File: src/rtl/reg_mem_fifo_ctrl_if.sv
// Stream and memory-port bundle for reg_mem_fifo_ctrl.
// Handshake rule: a word moves on a rising clk edge exactly when its valid
// and ready are both 1 in that cycle. Valid never waits on ready. The data
// for that word must be stable while valid is high and the word has not yet
// been accepted. The master modport is the controller's view. The slave
// modport is the view of the surrounding source, sink and reg_mem.
interface reg_mem_fifo_ctrl_if #(
  parameter int DATA_WIDTH = 4,
  parameter int ADDR_BITS  = 3
);
  logic [DATA_WIDTH-1:0] in_data;
  logic                  in_valid;
  logic                  in_ready;
  logic [DATA_WIDTH-1:0] out_data;
  logic                  out_valid;
  logic                  out_ready;
  logic [ADDR_BITS-1:0]  mem_addr;
  logic [DATA_WIDTH-1:0] mem_wdata;
  logic                  mem_wen;
  logic [DATA_WIDTH-1:0] mem_rdata;

  modport master (
    input  in_data, in_valid, out_ready, mem_rdata,
    output in_ready, out_data, out_valid, mem_addr, mem_wdata, mem_wen
  );

  modport slave (
    output in_data, in_valid, out_ready, mem_rdata,
    input  in_ready, out_data, out_valid, mem_addr, mem_wdata, mem_wen
  );
endinterface

File: src/rtl/reg_mem_fifo_ctrl.sv
// FIFO controller in front of a single-port reg_mem.
// Input words are written into reg_mem and fetched back in order into a
// registered output stage. The one address port alternates between writes
// and fetches when both are wanted.
// Optional feature macro: REG_MEM_FIFO_BYPASS_EN. When it is defined, a word
// that arrives while reg_mem is empty and the output stage can take it is
// loaded directly into the output stage.
module reg_mem_fifo_ctrl #(
  parameter int DATA_WIDTH = 4,
  parameter int ADDR_BITS  = 3
) (
  input  logic                  clk,
  input  logic                  rst_n,
  reg_mem_fifo_ctrl_if.master   bus,
  output logic [ADDR_BITS:0]    count,
  output logic                  full,
  output logic                  empty
);
  localparam int                 DEPTH        = 2 ** ADDR_BITS;
  localparam logic [ADDR_BITS:0] DEPTH_C      = (ADDR_BITS + 1)'(DEPTH);
  localparam logic               GRANT_READ   = 1'b0;
  localparam logic               GRANT_WRITE  = 1'b1;

  logic [ADDR_BITS-1:0]  wr_ptr_q, wr_ptr_d;
  logic [ADDR_BITS-1:0]  rd_ptr_q, rd_ptr_d;
  logic [ADDR_BITS:0]    count_q, count_d;
  logic [DATA_WIDTH-1:0] out_data_q, out_data_d;
  logic                  out_valid_q, out_valid_d;
  logic                  last_grant_q, last_grant_d;

  logic out_free;
  logic fetch_need;
  logic in_ready;
  logic byp_fire;
  logic wr_fire;
  logic rd_fire;

  // Arbitration: a write loses to a pending fetch only when the last access was a write
  always_comb begin
    out_free   = !out_valid_q || bus.out_ready;
    fetch_need = (count_q != '0) && out_free;
    in_ready   = rst_n && (count_q != DEPTH_C) && !(fetch_need && (last_grant_q == GRANT_WRITE));
`ifdef REG_MEM_FIFO_BYPASS_EN
    byp_fire   = (count_q == '0) && out_free && bus.in_valid && in_ready;
`else
    byp_fire   = 1'b0;
`endif
    wr_fire    = bus.in_valid && in_ready && !byp_fire;
    rd_fire    = fetch_need && !wr_fire;
  end

  assign bus.in_ready  = in_ready;
  assign bus.mem_wen   = wr_fire;
  assign bus.mem_addr  = wr_fire ? wr_ptr_q : rd_ptr_q;
  assign bus.mem_wdata = bus.in_data;
  assign bus.out_data  = out_data_q;
  assign bus.out_valid = out_valid_q;
  assign count         = count_q;
  assign full          = (count_q == DEPTH_C);
  assign empty         = (count_q == '0) && !out_valid_q;

  // Next state: at most one memory access per cycle, so count moves by at most one
  always_comb begin
    wr_ptr_d     = wr_ptr_q;
    rd_ptr_d     = rd_ptr_q;
    count_d      = count_q;
    out_data_d   = out_data_q;
    out_valid_d  = out_valid_q;
    last_grant_d = last_grant_q;
    if (wr_fire) begin
      wr_ptr_d     = wr_ptr_q + 1'b1;
      count_d      = count_q + 1'b1;
      last_grant_d = GRANT_WRITE;
    end
    if (rd_fire) begin
      out_data_d   = bus.mem_rdata;
      out_valid_d  = 1'b1;
      rd_ptr_d     = rd_ptr_q + 1'b1;
      count_d      = count_q - 1'b1;
      last_grant_d = GRANT_READ;
    end else if (byp_fire) begin
      out_data_d   = bus.in_data;
      out_valid_d  = 1'b1;
    end else if (out_valid_q && bus.out_ready) begin
      out_valid_d  = 1'b0;
    end
  end

  // State registers with immediate reset; reg_mem contents are left untouched
  always_ff @(posedge clk or negedge rst_n) begin
    if (!rst_n) begin
      wr_ptr_q     <= '0;
      rd_ptr_q     <= '0;
      count_q      <= '0;
      out_data_q   <= '0;
      out_valid_q  <= 1'b0;
      last_grant_q <= GRANT_READ;
    end else begin
      wr_ptr_q     <= wr_ptr_d;
      rd_ptr_q     <= rd_ptr_d;
      count_q      <= count_d;
      out_data_q   <= out_data_d;
      out_valid_q  <= out_valid_d;
      last_grant_q <= last_grant_d;
    end
  end
endmodule
File: src/flat_wrapper.sv
// flat-port wrapper written by rule: the top's interface ports become plain ports
module reg_mem_fifo_ctrl_flat 
#(
  parameter int DATA_WIDTH = 4,
  parameter int ADDR_BITS  = 3
)
  (clk, rst_n, count, full, empty, bus_in_data, bus_in_valid, bus_out_ready, bus_mem_rdata, bus_in_ready, bus_out_data, bus_out_valid, bus_mem_addr, bus_mem_wdata, bus_mem_wen);
  reg_mem_fifo_ctrl_if #(.DATA_WIDTH(DATA_WIDTH), .ADDR_BITS(ADDR_BITS)) bus_i ();
  input  logic clk;
  input  logic rst_n;
  output logic [ADDR_BITS:0] count;
  output logic full;
  output logic empty;
  input wire logic [$bits(bus_i.in_data)-1:0] bus_in_data;
  input wire logic [$bits(bus_i.in_valid)-1:0] bus_in_valid;
  input wire logic [$bits(bus_i.out_ready)-1:0] bus_out_ready;
  input wire logic [$bits(bus_i.mem_rdata)-1:0] bus_mem_rdata;
  output wire logic [$bits(bus_i.in_ready)-1:0] bus_in_ready;
  output wire logic [$bits(bus_i.out_data)-1:0] bus_out_data;
  output wire logic [$bits(bus_i.out_valid)-1:0] bus_out_valid;
  output wire logic [$bits(bus_i.mem_addr)-1:0] bus_mem_addr;
  output wire logic [$bits(bus_i.mem_wdata)-1:0] bus_mem_wdata;
  output wire logic [$bits(bus_i.mem_wen)-1:0] bus_mem_wen;
  assign bus_i.in_data = bus_in_data;
  assign bus_i.in_valid = bus_in_valid;
  assign bus_i.out_ready = bus_out_ready;
  assign bus_i.mem_rdata = bus_mem_rdata;
  assign bus_in_ready = bus_i.in_ready;
  assign bus_out_data = bus_i.out_data;
  assign bus_out_valid = bus_i.out_valid;
  assign bus_mem_addr = bus_i.mem_addr;
  assign bus_mem_wdata = bus_i.mem_wdata;
  assign bus_mem_wen = bus_i.mem_wen;
  reg_mem_fifo_ctrl #(.DATA_WIDTH(DATA_WIDTH), .ADDR_BITS(ADDR_BITS)) u_core (.clk(clk), .rst_n(rst_n), .bus(bus_i), .count(count), .full(full), .empty(empty));
endmodule
File: config.mk
export PLATFORM = sky130hd
export DESIGN_NAME = reg_mem_fifo_ctrl_flat
export DESIGN_NICKNAME = d
export VERILOG_FILES = /design/src/rtl/reg_mem_fifo_ctrl_if.sv /design/src/rtl/reg_mem_fifo_ctrl.sv /design/src/flat_wrapper.sv
export SDC_FILE = /design/constraint.sdc
export NUM_CORES = 1
export LEC_CHECK = 0
export CAP_MARGIN = 20
export CORE_UTILIZATION = 25
export CTS_CLUSTER_DIAMETER = 30
export DETAILED_ROUTE_END_ITERATION = 8
export PLACE_DENSITY = 0.54
export SETUP_SLACK_MARGIN = 0.4
export SLEW_MARGIN = 20
export SYNTH_ARGS = -nofsm -noshare
export SYNTH_HDL_FRONTEND = slang
export SYNTH_SLANG_ARGS = --single-unit
File: constraint.sdc
create_clock -name clk -period 2.7 [get_ports clk]
set_input_delay 0.54 -clock clk [delete_from_list [all_inputs] [get_ports clk]]
set_output_delay 0.54 -clock clk [all_outputs]
set_load 0.01 [all_outputs]
==> results by group, run 1 <==
Run status
  – Run status: finished, final reports clean

Timing
  – Clock Skew: 0.0117 ns
  – FMAX: 0.386 GHz
  – RSZ-0062 raised after global routing: yes
  – Max-slew violation count: 0
  – Fin crit period: 2.59 ns
  – Setup slack of the critical path after layout: 0.112 ns
  – Setup TNS: 0 ns
  – Slew Limit Headroom: 73.9%
  – Hold violation count in the final report: 0
  – Count of final setup violators: 0
  – Worst hold slack: 0.269 ns
  – Period Utilization, post-route: 95.8%
  – Measured slew at the worst slew-check pin: 0.387 ns

Clock tree
  – Clock network latency to the later pin of the worst-skew pair: 0.29 ns
  – H-tree lvl count: 1
  – Number of buffers on the longest clock path: 2
  – Clock net sink count: 16
  – Count of hold-fix buffers inserted at cts: 0
  – Inserted Clock Buffers: 3
  – Clock-pin slew on the worst setup and hold paths: 0.10 ns
  – Root buffer selected by CTS: sky130_fd_sc_hd__clkbuf_4
  – TritonCTS clock tree: done

Power and ir drop
  – Peak ir drop on the vdd network: 352 uV
  – Combinational group share of total power: 57.4%
  – Power share of the clock group: 11.0%
  – Net switching power: 0.000502 W
  – Power density over the cells: 1120 mW/mm^2
  – Design internal power: 0.000941 W
  – Pleak: 0.572 nW
  – Total power after layout: 0.00144 W
  – Switching fraction of total power: 34.8%
  – Sequential power share: 31.5%

Yosys
  – Post-synthesis cell type with the largest combined area: sky130_fd_sc_hd__dfrtp_1
  – Post-synthesis instance area: 828 sq um
  – Yosys synthesis warning count: 0
  – Post-Synthesis Mean Instance Area: 12.2 sq um
  – #FFs+latches synth: 16
  – Cells after synthesis: 68
  – Synth Net Count: 83
  – Main area contributors after synthesis: sky130_fd_sc_hd__dfrtp_1 48%, sky130_fd_sc_hd__mux2_2 14%, sky130_fd_sc_hd__xnor2_1 6.3%
  – Portion of the post-synthesis area used by sequential elements: 48.3%
  – Area share of the largest cell type after synthesis: 48.3%
  – Number of different library cells in the post-synthesis netlist: 24

Cells and area
  – Fillers: 330
  – Growth of design area from synthesis to finish: 54.8%
  – # diodes: 0
  – Fraction of layout cells with a size suffix above 1: 41.1%
  – Footprint of the multi-input gates: 424 sq um
  – Final Cell Area: 0.00128 sq mm
  – Area of all sequential standard cells: 402 sq um
  – Number of nets in the final layout: 123

Floorplanning
  – Core region area: 0.00310 sq mm
  – Starting utilization of the core area: 26.7%
  – Horizontal extent of the die: 59.6 um
  – Num rows: 20
  – Die area: 0.00355 sq mm
  – IO Pins: 32
  – Die span in y: 59.6 um

GRT
  – Maximum number of pins on one net before global-route repair: 19
  – Aggregate global-route resource usage: 11.6%
  – GRT Residual Overflow: 0
  – Via count of the first global-routing pass: 675
  – Initial antenna violation count: 0
  – Global-route wire length before repair: 2970 um

Place
  – Total placed instance area: 0.00119 sq mm
  – Weighted congestion at the end of routability-driven global placement: 0.758
  – # port buffers: 23
  – Final HPWL DP: 1380 um
  – Pre-CTS WS: -0.283 ns

Routing
  – Router iterations before antenna repair: 3
  – Routed length per instance: 11.6 um
  – Remaining number of nets flagged by the antenna check after routing: 0
  – Number of design-rule violations left by the first detailed-router iteration: 4
  – Residual DRC: 0
  – Final wirelength: 1750 um
  – Routed via count: 643
  – Average vias per placed instance: 4.26

Worst hold path
  – Class of the tightest hold or removal check: input pin to asynchronous set/reset pin

Critical path
  – Worst EP arrival: 2.05 ns
  – Critical path fanouts, max: 4
  – Kind of end point of the critical path: output port
  – Critical path start-end classification: flip-flop to output port
  – Required arrival time at the worst endpoint: 2.16 ns
  – Nature of the critical path startpoint: flip-flop
  – Slack of the worst reg-to-reg path: 0.54 ns

Run
  – Max cap viols: 0
-- synthesized netlist by cell type --
cell type                  instances
sky130_fd_sc_hd__nand4_1           1
sky130_fd_sc_hd__nand2b_1          2
sky130_fd_sc_hd__dfrtp_1          16
sky130_fd_sc_hd__nor3_1            1
sky130_fd_sc_hd__a311oi_4          1
sky130_fd_sc_hd__nor3b_1           1
sky130_fd_sc_hd__o21ai_0           1
sky130_fd_sc_hd__a32oi_1           1
sky130_fd_sc_hd__xor2_1            2
sky130_fd_sc_hd__or3_1             1
sky130_fd_sc_hd__mux2_2           10
sky130_fd_sc_hd__xnor2_1           6
sky130_fd_sc_hd__inv_1             1
sky130_fd_sc_hd__nor4b_2           1
sky130_fd_sc_hd__buf_4             4
sky130_fd_sc_hd__a211oi_1          1
sky130_fd_sc_hd__and2_1            2
sky130_fd_sc_hd__a21oi_1           2
sky130_fd_sc_hd__nand3_1           1
sky130_fd_sc_hd__buf_2             1
sky130_fd_sc_hd__or4_4             1
sky130_fd_sc_hd__nor2_1            1
sky130_fd_sc_hd__ha_1              3
sky130_fd_sc_hd__nand2_1           7
-- critical path, cell delays in order (launching register included) --
cell and delay (ns):
sky130_fd_sc_hd__dfrtp_1 0.40, sky130_fd_sc_hd__or4_4 0.57, sky130_fd_sc_hd__a311oi_4 0.23, sky130_fd_sc_hd__buf_6 0.15, sky130_fd_sc_hd__mux2_4 0.30, sky130_fd_sc_hd__buf_6 0.12
-- cell usage in the layout, fill, tap and decap left out --
cell type / instances
sky130_fd_sc_hd__buf_4: 16
sky130_fd_sc_hd__clkdlybuf4s50_1: 15
sky130_fd_sc_hd__dfrtp_1: 15
sky130_fd_sc_hd__mux2_2: 7
sky130_fd_sc_hd__xnor2_1: 6
sky130_fd_sc_hd__nand2_1: 5
sky130_fd_sc_hd__buf_6: 5
sky130_fd_sc_hd__mux2_4: 3
sky130_fd_sc_hd__clkbuf_4: 3
sky130_fd_sc_hd__nand2_2: 2
sky130_fd_sc_hd__and2_1: 2
sky130_fd_sc_hd__a21oi_1: 2
sky130_fd_sc_hd__xor2_1: 2
sky130_fd_sc_hd__ha_1: 2
sky130_fd_sc_hd__dlygate4sd2_1: 2
sky130_fd_sc_hd__nor4b_4: 1
sky130_fd_sc_hd__or4_4: 1
sky130_fd_sc_hd__nand2b_4: 1
sky130_fd_sc_hd__a311oi_4: 1
sky130_fd_sc_hd__or3_1: 1
sky130_fd_sc_hd__nand2b_1: 1
sky130_fd_sc_hd__nor3_1: 1
sky130_fd_sc_hd__nor3b_1: 1
sky130_fd_sc_hd__nand4_1: 1
sky130_fd_sc_hd__inv_1: 1
sky130_fd_sc_hd__a211oi_1: 1
sky130_fd_sc_hd__nand3_1: 1
sky130_fd_sc_hd__nor2_1: 1
sky130_fd_sc_hd__a32oi_1: 1
sky130_fd_sc_hd__o21ai_0: 1
sky130_fd_sc_hd__ha_2: 1
sky130_fd_sc_hd__clkbuf_8: 1
sky130_fd_sc_hd__dlymetal6s2s_1: 1
sky130_fd_sc_hd__buf_2: 1
sky130_fd_sc_hd__dfrtp_2: 1
-- metal layers --
metal	vias up	part of all wire, %	routed length (um)	GRT usage, %
li1	313	-	-	-
met4	0	1.8	31	7.64
met1	316	47	821	13.8
met2	10	48	834	18.9
met3	4	3.3	58	2.40
met5	-	0	0	0
-- final timing paths --
| path | from | to | cells past startpoint |
|---|---|---|---|
| setup reg to reg | u_core.count[3]$_DFFE_PN0P_ | u_core.count[2]$_DFFE_PN0P_ | 9 |
| max in group asynchronous | rst_n | u_core.bus.out_data[2]$_DFFE_PN0P_ | 2 |
| setup / recovery | u_core.count[3]$_DFFE_PN0P_ | bus_mem_addr[0] | 5 |
| hold reg to reg | u_core.wr_ptr_q[2]$_DFFE_PN0P_ | u_core.wr_ptr_q[2]$_DFFE_PN0P_ | 1 |
| hold / removal | rst_n | u_core.last_grant_q$_DFFE_PN0P_ | 2 |
| min in group clk | u_core.wr_ptr_q[2]$_DFFE_PN0P_ | u_core.wr_ptr_q[2]$_DFFE_PN0P_ | 1 |
-- cell type report --
| class | instances | share of cell area [%] |
|---|---|---|
| Clock buffer | 4 | 2.83 |
| Sequential cell | 16 | 31.3 |
| Inverter | 1 | 0.293 |
| Tap cell | 44 | 4.29 |
| Multi-Input combinational cell | 46 | 33.1 |
| Timing Repair Buffer | 40 | 28.2 |
-- state kept, by name, indices dropped and copies added, names as in the netlist --
signal and count:
u_core.bus.out_data 4, u_core.bus.out_valid 1, u_core.count 4, u_core.last_grant_q 1, u_core.rd_ptr_q 3, u_core.wr_ptr_q 3
-- cell families (layout without fill, tap and decap cells) --
family / count (synthesis) / count (layout) / synth area share [%]
compound gates: 6 / 6 / 6.95
simple gates: 19 / 19 / 13.4
buf+inv: 6 / 45 / 4.68
mux: 10 / 10 / 13.6
flops: 16 / 16 / 48.3
fa+ha+maj: 3 / 3 / 4.53
xor+xnor: 8 / 8 / 8.46
-- metrics by stage --
step / instances / util, %
3_5_place_dp: 143 / 38.3
5_1_grt: 151 / 41.3
2_1_floorplan: 68 / -
4_1_cts: 151 / 41.0
3_3_place_gp: 143 / 38.3
6_report: 151 / 41.3
-- power by group through the flow --
stage / clock [W] / combinational, W / sequential, W
floorplan: 0 / 0.000376 / 0.000505
global placement: 0 / 0.000788 / 0.000453
detailed placement: 0 / 0.000802 / 0.000458
CTS: 0.000169 / 0.000835 / 0.000458
global route: 0.000177 / 0.000901 / 0.000478
finish: 0.000159 / 0.000828 / 0.000455
-- timing repair --
| action | CTS | global route |
|---|---|---|
| resized for setup | 29 | 4 |
| cloned | 0 | 0 |
| pin swaps | 3 | 3 |
| setup endpoints to repair | 7 | 5 |
| setup buffers | 4 | 0 |
(Power assumes the default switching activity.)
==> run 2, diff against run 1 <==
--- a/config.mk
+++ b/config.mk
@@ -9,6 +9,7 @@
 export CORE_UTILIZATION = 25
 export CTS_CLUSTER_DIAMETER = 30
 export DETAILED_ROUTE_END_ITERATION = 8
+export GPL_TIMING_DRIVEN = 0
 export PLACE_DENSITY = 0.54
 export SETUP_SLACK_MARGIN = 0.4
 export SLEW_MARGIN = 20
==> run 2 against run 1 <==
  * The run now ends with setup timing left
  * First-iteration DRC count grew 100%
  * Clock power about the same
  * Critical path type unchanged
  * Non-clock buffer count grew 6
  * Power is 1.1% higher
  * Sequential share of layout area decreased by 1.5 points
  * Die area stayed put
  * Final cell count rose by 4.0%
==> results by group, run 2 (synthesis gave the netlist of run 1 again) <==
Clock tree
  – TritonCTS clock tree: done
  – Clock net sink count: 16
  – Clock network latency to the later pin of the worst-skew pair: 0.29 ns
  – H-tree lvl count: 1
  – Root buffer selected by CTS: sky130_fd_sc_hd__clkbuf_4
  – Count of hold-fix buffers inserted at cts: 0
  – Clock-pin slew on the worst setup and hold paths: 0.10 ns
  – Inserted Clock Buffers: 3
  – Number of buffers on the longest clock path: 2

Critical path
  – Worst reg2reg path endpoint: u_core.count[2]$_DFFE_PN0P_
  – Slack of the worst reg-to-reg path: 0.54 ns
  – Critical Path Most Common Cell: sky130_fd_sc_hd__buf_6
  – Nature of the critical path startpoint: flip-flop
  – Critical path, cell by cell: or4_4 -> a311oi_4 -> buf_6 -> buf_6 -> mux2_4 -> buf_6
  – R2R Path Start: u_core.count[1]$_DFFE_PN0P_
  – Critical path start-end classification: flip-flop to output port
  – Critical Path Source: u_core.count[1]$_DFFE_PN0P_
  – Worst Setup EP: bus_mem_addr[1]
  – Depth of the most critical reg-to-reg path: 10
  – Worst path slowest cell: sky130_fd_sc_hd__or4_4
  – Highest cell delay on the worst timing path: 0.53 ns
  – Kind of end point of the critical path: output port
  – Required arrival time at the worst endpoint: 2.16 ns
  – Worst EP arrival: 2.17 ns
  – Critical path fanouts, max: 5

Timing
  – Clock Skew: 0.00334 ns
  – Measured slew at the worst slew-check pin: 0.379 ns
  – Fin crit period: 2.71 ns
  – RSZ-0062 raised after global routing: yes
  – Setup TNS: -0.00928 ns
  – Hold violation count in the final report: 0
  – FMAX: 0.369 GHz
  – Setup slack of the critical path after layout: -0.00928 ns
  – Slew Limit Headroom: 74.4%
  – Count of final setup violators: 1
  – Max-slew violation count: 0
  – Period Utilization, post-route: 100%

Cells and area
  – Commonest cells after routing, fill and taps aside: 19 x sky130_fd_sc_hd__clkdlybuf4s50_1, 15 x sky130_fd_sc_hd__buf_4, 13 x sky130_fd_sc_hd__dfrtp_1
  – Utilization after layout: 43.7%
  – Number of nets in the final layout: 129
  – Leading cell type in the layout, fill and taps excluded: sky130_fd_sc_hd__clkdlybuf4s50_1
  – Non-filler instance count after layout: 157
  – Growth of design area from synthesis to finish: 63.7%
  – Fraction of layout cells with a size suffix above 1: 46.0%
  – # diodes: 0

Run status
  – Violated checks: setup timing
  – Run status: finished with violations

Routing
  – Final wirelength: 1780 um
  – Router iterations before antenna repair: 4
  – Routed length per instance: 11.3 um
  – Number of design-rule violations left by the first detailed-router iteration: 8
  – Average vias per placed instance: 4.28
  – Routed via count: 672
  – Remaining number of nets flagged by the antenna check after routing: 0
  – Residual DRC: 0

Place
  – Placed Cells: 139
  – Weighted congestion at the end of routability-driven global placement: 0.775
  – Final HPWL DP: 1210 um
  – # port buffers: 27
  – Pre-CTS WS: -1.08 ns

Power and ir drop
  – Peak ir drop on the vdd network: 416 uV
  – Sequential power share: 32.6%
  – Power share of the clock group: 11.0%
  – Design internal power: 0.000951 W
  – Pleak: 0.592 nW
  – Combinational group share of total power: 56.4%
  – Switching fraction of total power: 34.8%
  – Power density over the cells: 1080 mW/mm^2
  – Total power after layout: 0.00146 W
  – Net switching power: 0.000507 W

GRT
  – GRT Residual Overflow: 0
  – Via count of the first global-routing pass: 664
  – Initial antenna violation count: 0
  – Global-route wire length before repair: 3030 um
  – Aggregate global-route resource usage: 11.9%
  – Maximum number of pins on one net before global-route repair: 20

Floorplanning
  – Die span in y: 59.6 um
  – Horizontal extent of the die: 59.6 um
  – Core region area: 0.00310 sq mm
  – Num rows: 20
  – Die area: 0.00355 sq mm
  – IO Pins: 32
  – Starting utilization of the core area: 26.7%

Run
  – Max cap viols: 0

Worst hold path
  – Class of the tightest hold or removal check: input pin to asynchronous set/reset pin
==> run 2: power groups by stage <==
stage | sequential (W) | clock (W) | combinational (W)
after floorplan | 0.000505 | 0 | 0.000376
after global placement | 0.000493 | 0 | 0.000674
after detailed placement | 0.000498 | 0 | 0.000682
after CTS | 0.000472 | 0.000167 | 0.000806
after global routing | 0.000496 | 0.000179 | 0.000907
final | 0.000475 | 0.000160 | 0.000823
==> run 2: worst max-delay path: cells and delay by family, from the launching register on <==
kind / cells / cell delay [ns]
DFF: 1 / 0.42
muxes: 1 / 0.29
buffers and inverters: 3 / 0.38
AOI/OAI and AO/OA: 1 / 0.27
and+or+nand+nor: 1 / 0.53
==> run 2: area by class of cell <==
class	instances	area (sq um)
flip-flops and latches	16	404
inverters	1	3.75
fillers	329	1750
repair buffers	41	383
plain buffers	5	35.0
well taps	44	55.1
clock buffers	4	36.3
multi-input cells	46	439
==> run 2: through the flow <==
step	hold slack, ns	cell area (sq um)
3_5_place_dp	0.467	1170
5_1_grt	0.135	1360
6_report	0.132	1360
2_1_floorplan	0.244	841
3_3_place_gp	0.461	1170
4_1_cts	0.179	1320
==> run 2: worst min-delay path by stage <==
stage	depth (start not counted)	slack (ns)	start	endpoint
global route	1	0.13	rst_n	u_core.wr_ptr_q[2]$_DFFE_PN0P_
finish	1	0.13	rst_n	u_core.wr_ptr_q[2]$_DFFE_PN0P_
detailed placement	1	0.47	u_core.rd_ptr_q[2]$_DFFE_PN0P_	u_core.rd_ptr_q[2]$_DFFE_PN0P_
floorplan	0	0.24	rst_n	u_core.bus.out_data[0]$_DFFE_PN0P_
CTS	1	0.18	rst_n	u_core.wr_ptr_q[2]$_DFFE_PN0P_
global placement	1	0.46	u_core.rd_ptr_q[2]$_DFFE_PN0P_	u_core.rd_ptr_q[2]$_DFFE_PN0P_
==> run 2: per-layer routing <==
layer / track usage, % / up-vias / wire (um)
met5: 0 / - / 0
met4: 3.99 / 0 / 27
met3: 2.62 / 2 / 81
met2: 20.4 / 21 / 914
met1: 14.7 / 324 / 756
li1: - / 325 / -
==> run 2: what timing repair did <==
action,4_1_cts,5_1_grt
resized for setup,39,7
pin swaps,3,3
setup buffers,13,1
setup endpoints to repair,21,9
==> run 3, diff against run 2 <==
--- a/config.mk
+++ b/config.mk
@@ -10,8 +10,10 @@
 export CTS_CLUSTER_DIAMETER = 30
 export DETAILED_ROUTE_END_ITERATION = 8
 export GPL_TIMING_DRIVEN = 0
+export HOLD_SLACK_MARGIN = 0.03
 export PLACE_DENSITY = 0.54
 export SETUP_SLACK_MARGIN = 0.4
+export SKIP_CTS_REPAIR_TIMING = 1
 export SLEW_MARGIN = 20
 export SYNTH_ARGS = -nofsm -noshare
 export SYNTH_HDL_FRONTEND = slang
==> run 3 against run 2 <==
  * Die area is the same
  * First-iteration DRC count shrank 63%
  * Non-clock buffer count shrank 4
  * Setup slack lost 0.062 ns
  * Power shrank 2.4%
  * Register-to-register slack lost 0.16 ns
  * Flip-flop and latch count is the same
  * Clock skew grew 0.0012 ns
  * Count of clock-buffer cells in the layout is the same
  * Fmax shrank 2.2%
  * The run still ends with setup timing left
  * Worst hold slack gained 0.0058 ns
==> results by group, run 3 (synthesis gave the netlist of run 1 again) <==
GRT
  – Via count of the first global-routing pass: 573
  – Maximum number of pins on one net before global-route repair: 20
  – Initial antenna violation count: 0
  – Global-route wire length before repair: 2620 um
  – Aggregate global-route resource usage: 10.2%
  – GRT Residual Overflow: 0

Clock tree
  – Inserted Clock Buffers: 3
  – TritonCTS clock tree: done
  – Clock net sink count: 16
  – H-tree lvl count: 1
  – Clock network latency to the later pin of the worst-skew pair: 0.28 ns
  – Clock-pin slew on the worst setup and hold paths: 0.10 ns
  – Number of buffers on the longest clock path: 2
  – Root buffer selected by CTS: sky130_fd_sc_hd__clkbuf_4

Timing
  – Setup TNS: -0.203 ns
  – Worst hold slack: 0.138 ns
  – Clock Skew: 0.00458 ns
  – Fin crit period: 2.77 ns
  – Max-slew violation count: 0
  – Hold violation count in the final report: 0
  – Setup slack of the critical path after layout: -0.0715 ns
  – Measured slew at the worst slew-check pin: 0.386 ns
  – FMAX: 0.361 GHz
  – Count of final setup violators: 3
  – Slew Limit Headroom: 74.0%
  – Period Utilization, post-route: 103%
  – RSZ-0062 raised after global routing: yes

Cells and area
  – # diodes: 0
  – Number of nets in the final layout: 125
  – Growth of design area from synthesis to finish: 58.8%
  – Fillers: 333
  – Leading cell type in the layout, fill and taps excluded: sky130_fd_sc_hd__clkdlybuf4s50_1
  – Commonest cells after routing, fill and taps aside: 20 x sky130_fd_sc_hd__clkdlybuf4s50_1, 13 x sky130_fd_sc_hd__buf_4, 13 x sky130_fd_sc_hd__dfrtp_1
  – Fraction of layout cells with a size suffix above 1: 42.2%

Floorplanning
  – Core region area: 0.00310 sq mm
  – IO Pins: 32
  – Horizontal extent of the die: 59.6 um
  – Num rows: 20
  – Starting utilization of the core area: 26.7%
  – Die area: 0.00355 sq mm
  – Die span in y: 59.6 um

Routing
  – Final wirelength: 1730 um
  – Residual DRC: 0
  – Routed wire length on met2: 877 um
  – Routed length per instance: 11.3 um
  – Remaining number of nets flagged by the antenna check after routing: 0
  – Top routing layer in use: met4
  – Router iterations before antenna repair: 4
  – Routed via count: 662
  – Number of design-rule violations left by the first detailed-router iteration: 3
  – Average vias per placed instance: 4.33
  – Post-Route M1 WL: 740 um
  – DR WL met3: 79 um

Critical path
  – Required arrival time at the worst endpoint: 2.16 ns
  – Depth of the most critical reg-to-reg path: 12
  – Worst EP arrival: 2.23 ns
  – Critical path fanouts, max: 8
  – Kind of end point of the critical path: output port
  – Nature of the critical path startpoint: flip-flop
  – Critical path start-end classification: flip-flop to output port

Run
  – Max cap viols: 0

Place
  – Final HPWL DP: 1210 um
  – Weighted congestion at the end of routability-driven global placement: 0.775
  – # port buffers: 27

Power and ir drop
  – Total power after layout: 0.00142 W
  – Power density over the cells: 1080 mW/mm^2
  – Pleak: 0.586 nW
  – Peak ir drop on the vdd network: 500 uV

Run status
  – Violated checks: setup timing
  – Run status: finished with violations

Worst hold path
  – Class of the tightest hold or removal check: input pin to asynchronous set/reset pin
[run 3: changes by cell type in the layout (fill, tap and decap cells not counted), sizes merged]
cell           previous run  this run
dlygate4sd2               1         0
dlymetal6s2s              0         2
clkbuf                    5         7
buf                      24        17
clkdlybuf4s15             1         0
clkdlybuf4s50            19        20
[run 3: metal layers]
metal | global-route usage [%] | vias to the layer above
li1 | - | 316
met5 | 0 | -
met4 | 3.99 | 0
met3 | 2.62 | 2
met1 | 13.2 | 325
met2 | 16.1 | 19
[run 3: critical path: stages (launching register included)]
cell	delay [ns]
sky130_fd_sc_hd__dfrtp_2	0.45
sky130_fd_sc_hd__or4_4	0.57
sky130_fd_sc_hd__a311oi_4	0.34
sky130_fd_sc_hd__buf_12	0.16
sky130_fd_sc_hd__mux2_4	0.30
sky130_fd_sc_hd__buf_6	0.12
[run 3: final timing paths]
path,slack [ns],end,startpoint
max in group asynchronous,2.33,u_core.count[3]$_DFFE_PN0P_,rst_n
worst max-delay path,-0.07,bus_mem_addr[1],u_core.count[2]$_DFFE_PN0P_
min in group clk,0.47,u_core.rd_ptr_q[2]$_DFFE_PN0P_,u_core.rd_ptr_q[2]$_DFFE_PN0P_
worst min-delay path,0.14,u_core.wr_ptr_q[2]$_DFFE_PN0P_,rst_n
worst min register to register,0.47,u_core.rd_ptr_q[2]$_DFFE_PN0P_,u_core.rd_ptr_q[2]$_DFFE_PN0P_
worst max register to register,0.38,u_core.count[2]$_DFFE_PN0P_,u_core.count[2]$_DFFE_PN0P_
[run 3: metrics by stage]
| stage | area [sq um] | utilization (%) | setup slack (ns) | cells |
|---|---|---|---|---|
| global route | 1320 | 42.4 | -0.140 | 153 |
| global placement | 1170 | 37.6 | -1.05 | 139 |
| finish | 1320 | 42.4 | -0.0715 | 153 |
| floorplan | 841 | - | 0.327 | 68 |
| CTS | 1200 | 38.8 | -1.08 | 143 |
| detailed placement | 1170 | 37.6 | -1.08 | 139 |
[run 3: power by group]
| group | total, W | internal (W) | switching (W) |
|---|---|---|---|
| Combinational | 0.000781 | 0.000484 | 0.000298 |
| Clock | 0.000157 | 0.0000821 | 0.0000754 |
| Sequential | 0.000485 | 0.000367 | 0.000118 |
[run 3: cell type report]
type / instances / area (sq um) / share of cell area, %
timing repair buffer: 37 / 353 / 26.8
clock buffer: 4 / 36.3 / 2.76
multi-input combinational: 46 / 428 / 32.5
buffer: 5 / 35.0 / 2.66
inverter: 1 / 3.75 / 0.285
sequential: 16 / 404 / 30.7
tap: 44 / 55.1 / 4.19
